==> src/rtl/calc_cmd_sequencer.sv <==
// Byte-stream command sequencer for the calculator ALU.
// Assembles 5-byte commands, drives the ALU, returns 5-byte responses.
module calc_cmd_sequencer #(
  parameter int SETTLE_CYCLES = 2,
  parameter int RX_TIMEOUT    = 1000
) (
  input  logic        clk,
  input  logic        rst_n,
  input  logic [7:0]  in_data,
  input  logic        in_valid,
  output logic        in_ready,
  output logic [7:0]  out_data,
  output logic        out_valid,
  input  logic        out_ready,
  output logic [15:0] alu_p,
  output logic [15:0] alu_q,
  output logic [3:0]  alu_opcode,
  input  logic [31:0] alu_result,
  input  logic [1:0]  alu_error,
  output logic        busy,
  output logic        frame_err
);

  typedef enum logic [1:0] {
    RX_IDLE,
    RX_BODY,
    WAIT,
    TX
  } state_t;

  localparam int IW = $clog2(RX_TIMEOUT + 1);

  state_t        state;
  logic [2:0]    cnt;
  logic [3:0]    settle;
  logic [IW-1:0] idle;
  logic [3:0]    op_sh;
  logic [15:0]   p_sh;
  logic [7:0]    qh_sh;
  logic [39:0]   resp;
  logic [2:0]    tx_idx;
  logic          illegal;

  assign illegal   = alu_opcode > 4'd4;
  assign in_ready  = (state == RX_IDLE) || (state == RX_BODY);
  assign busy      = state != RX_IDLE;
  assign out_valid = state == TX;
  assign out_data  = (state == TX) ? resp[39:32] : 8'h00;

  always_ff @(posedge clk or negedge rst_n) begin
    if (!rst_n) begin
      state      <= RX_IDLE;
      cnt        <= '0;
      settle     <= '0;
      idle       <= '0;
      op_sh      <= '0;
      p_sh       <= '0;
      qh_sh      <= '0;
      resp       <= '0;
      tx_idx     <= '0;
      alu_p      <= '0;
      alu_q      <= '0;
      alu_opcode <= '0;
      frame_err  <= 1'b0;
    end else begin
      frame_err <= 1'b0;
      unique case (state)
        RX_IDLE: begin
          if (in_valid) begin
            op_sh <= in_data[3:0];
            cnt   <= 3'd1;
            idle  <= '0;
            state <= RX_BODY;
          end
        end
        RX_BODY: begin
          if (in_valid) begin
            idle <= '0;
            cnt  <= cnt + 3'd1;
            unique case (cnt)
              3'd1: p_sh[15:8] <= in_data;
              3'd2: p_sh[7:0]  <= in_data;
              3'd3: qh_sh      <= in_data;
              default: begin
                alu_p      <= p_sh;
                alu_q      <= {qh_sh, in_data};
                alu_opcode <= op_sh;
                settle     <= 4'(SETTLE_CYCLES);
                cnt        <= '0;
                state      <= WAIT;
              end
            endcase
          end else if (idle == IW'(RX_TIMEOUT - 1)) begin
            // partial frame dropped; ALU operands keep their last values
            idle      <= '0;
            cnt       <= '0;
            frame_err <= 1'b1;
            state     <= RX_IDLE;
          end else begin
            idle <= idle + 1'b1;
          end
        end
        WAIT: begin
          if (settle == 4'd1) begin
            resp <= {5'b0, illegal,
                     illegal ? 2'b00 : alu_error,
                     illegal ? 32'h0 : alu_result};
            settle <= '0;
            tx_idx <= '0;
            state  <= TX;
          end else begin
            settle <= settle - 4'd1;
          end
        end
        TX: begin
          if (out_ready) begin
            resp <= {resp[31:0], 8'h00};
            if (tx_idx == 3'd4) begin
              tx_idx <= '0;
              state  <= RX_IDLE;
            end else begin
              tx_idx <= tx_idx + 3'd1;
            end
          end
        end
      endcase
    end
  end

endmodule

==> config.mk <==
export PLATFORM = sky130hd
export DESIGN_NAME = calc_cmd_sequencer
export DESIGN_NICKNAME = d
export VERILOG_FILES = /design/src/rtl/calc_cmd_sequencer.sv
export SDC_FILE = /design/constraint.sdc
export NUM_CORES = 1
export LEC_CHECK = 0
export ABC_AREA = 1
export CAP_MARGIN = 20
export CORE_ASPECT_RATIO = 1.5
export CORE_MARGIN = 2
export CORE_UTILIZATION = 45
export CTS_BUF_LIST = sky130_fd_sc_hd__clkbuf_2
export DETAILED_ROUTE_END_ITERATION = 6
export PLACE_DENSITY = 0.72
export SLEW_MARGIN = 20
export SYNTH_ARGS = -nofsm -noshare
export SYNTH_HDL_FRONTEND = slang
export SYNTH_SLANG_ARGS = --single-unit
==> constraint.sdc <==
create_clock -name clk -period 3.5 [get_ports clk]
set_input_delay 0.525 -clock clk [delete_from_list [all_inputs] [get_ports clk]]
set_output_delay 0.525 -clock clk [all_outputs]
set_load 0.01 [all_outputs]
==> results by group <==
Outcome
  • Outcome: finished clean

Cells and area
  • NumNets Final: 765
  • Area growth, synth to finish: 22.2%
  • Commonest non-fill, non-tap cell in the layout: nand2_1
  • Share of post-route cells with drive strength above 1: 0.0733
  • Filler Cell Count: 1112
  • Post-Layout Cell Count: 876
  • Most frequent cells in the layout: 179 x nand2_1, 127 x dfrtp_1, 92 x clkdlybuf4s50_1, 59 x nor2_1, 53 x inv_1
  • Diode count: 0

Critical path
  • Crit start category: register
  • Cells along the critical path: nand2_1, inv_4, clkdlybuf4s50_1
  • Crit end category: output port
  • CP required: approximately 3000 ps
  • CP max-delay cell: clkdlybuf4s50_1
  • FF-to-FF path depth: 5
  • Setup CP Type: register to output port
  • Reg2reg end: resp[19]$_DFFE_PN0P_
  • Worst r2r src: state[0]$_DFFE_PN0P_
  • R2R setup slack: between 1000 and 1500 ps
  • Largest stage delay, worst path: ~600 ps
  • Critical Path AT: between 2000 and 3000 ps
  • CP max FO: 35

STA
  • Worst-Margin Slew: ~920 ps
  • Crit path time final: ~3200 ps
  • Pins Over Slew Limit: 0
  • Max Fclk: ~320 MHz
  • Period utilisation layout: 0.902
  • Slew headroom: 0.383
  • Setup violations, final: 0
  • Endpoints failing hold: 0
  • Setup TNS: 0 ps
  • RSZ-0062 raised after global routing: no
  • Clock skew: between 40 and 50 ps

Route
  • DR iter-0 viols: between 150 and 200
  • Drt wl/cell: 14.1 um
  • Detail Route Antenna Nets: 0
  • M1 WL: 5.21 mm
  • DR vias: 4448
  • Drt first pass iters: 4
  • Max layer used: met4
  • Vias per inst: 5.08
  • Drt drc: 0
  • Met2 WL: approximately 6.4 mm
  • Total Wirelength: between 10 and 15 mm
  • Metal3 WL: around 600 um

Logic synthesis
  • Post-synthesis net count: 676
  • Mapped Cells: 621
  • Count of cell types in the netlist: 28
  • Top cell type's share of synthesized area: 0.580
  • Post-Syn Area per Cell: 8.82 um2
  • Mapped Area: about 5500 um2
  • Synth area leaders: dfrtp_1 58%, nand2_1 12%, o21ai_0 4.1%
  • YS warnings: 0
  • Dominant cell type by area after synthesis: dfrtp_1
  • Post-synthesis sequential area ratio: 0.580
  • Flops & latches, synth: 127

Power and ir drop
  • Power density cells: about 800 nW/um2
  • Peak VDD IR: 0.419 mV
  • Static Leak: a little over 3 nW

Floorplan
  • Initial cell density of the core: 0.458
  • Std-Cell Rows: a little under 50
  • Core ar.: between 10000 and 15000 um2
  • Die width: between 90 and 100 um
  • Top Ports: 94
  • Die ar.: ~13000 um2
  • Die height: 139 um

Placed design
  • Global placer's final weighted congestion: ~0.8
  • Placed cells: between 800 and 900
  • IO Port Bufs: 93
  • Dpl hpwl: a little under 9 mm

GRT
  • First-pass GRT wire length: ~21 mm
  • Vias in the first global route: 4395
  • Initial antenna violation count: 0
  • Total GRT Usage: 0.201
  • Total gr overflow: 0
  • Largest net degree at the start of global routing: between 70 and 80

Flow run
  • Max Cap Violations: 0

Clock tree
  • Clk sinks: 127
  • CTS tree: done
  • Clock Latency Late Sink: 670 ps
  • Setup Buffers After CTS: 0
  • Clk pin slew, worst setup/hold paths: around 210 ps
  • Clock root cell: clkbuf_2
  • Max Buffers Root-to-Sink: 2
  • Htree depth: 4
  • CTS buffer count: 17

Min path
  • Hold endpoint: resp[5]$_DFFE_PN0P_
  • Min-delay src: alu_result[5]
  • HP Class: primary input to register
  • Hold Path Stages: 3
[per-layer routing]
| metal | GRT usage | vias to the layer above |
|---|---|---|
| li1 | - | 2179 |
| met1 | 0.247 | 2136 |
| met2 | 0.340 | 125 |
| met3 | 0.0538 | 8 |
| met4 | 0.0694 | 0 |
| met5 | 0 | - |
[through the flow]
step                utilization  hold WS, ps  area [um2]  power (mW)  setup WS, ps
floorplan                     -          229        5480        3.72          1870
global placement          0.541          456        6470        4.47          1010
detailed placement        0.541          463        6470        4.59           940
CTS                       0.560          328        6690        5.42           230
global route              0.560          293        6690        5.83          71.2
finish                    0.560          406        6690        5.36           342
[worst max-delay path by stage]
stage / start / to / slack [ps]
after floorplan: in_valid / idle[9]$_DFFE_PN0P_ / 1870
after global placement: in_valid / alu_q[3]$_DFFE_PN0P_ / 1010
after detailed placement: in_valid / alu_p[15]$_DFFE_PN0P_ / 940
after CTS: state[0]$_DFFE_PN0P_ / out_valid / 230
after global routing: state[0]$_DFFE_PN0P_ / out_valid / 70
final: state[0]$_DFFE_PN0P_ / out_valid / 340
[timing repair]
action | CTS | global route
hold endpoints to repair | 56 | 0
resized for setup | 0 | 0
hold buffers | 1 | 0
endpoints found under the setup margin | 0 | 0
[Yosys cell counts, drive strengths merged]
library cell,n
o21bai,1
nor3,7
ha,9
xor2,2
buf,26
o22ai,3
nand3,19
a21oi,14
nor2,66
o21ai,71
o31ai,1
clkbuf,1
a22oi,1
nand4,3
nand2,181
inv,60
xnor2,1
a31oi,28
dfrtp,127
[critical path: cells and delay by family (launching register included)]
kind	cells	cell delay, ps
flip-flops	1	550
AND/OR/NAND/NOR	1	400
buffers and inverters	2	1040
[kinds of logic (layout without fill, tap and decap cells)]
kind of cell	Yosys count	count (layout)	share of synthesized area
buf+inv	87	189	0.0717
simple gates	276	276	0.204
xor+xnor	3	3	0.00480
compound gates	119	119	0.118
flops	127	127	0.580
fa+ha+maj	9	9	0.0206
[layout make-up]
type,instances,area (um2),share of cell area
repair buffers,97,973,0.145
inverters,60,228,0.0340
flip-flops and latches,127,3180,0.475
well taps,153,191,0.0286
clock inverters,15,124,0.0185
clock buffers,17,85.1,0.0127
multi-input cells,407,1910,0.286
[flip-flops by register name, indices dropped and copies added (netlist names), 4 cells and up, named ones only]
signal / flops
alu_opcode: 4
alu_p: 16
alu_q: 16
idle: 10
op_sh: 4
p_sh: 16
qh_sh: 8
resp: 40
settle: 4
[power by group]
| part | leakage [nW] | internal, mW | switching, mW |
|---|---|---|---|
| registers | 1.56 | 2.08 | 0.347 |
| clock network | 0.129 | 0.206 | 0.611 |
| logic | 1.39 | 0.908 | 1.21 |
| total | 3.07 | 3.19 | 2.16 |
Power figures use the tool's default switching activity.
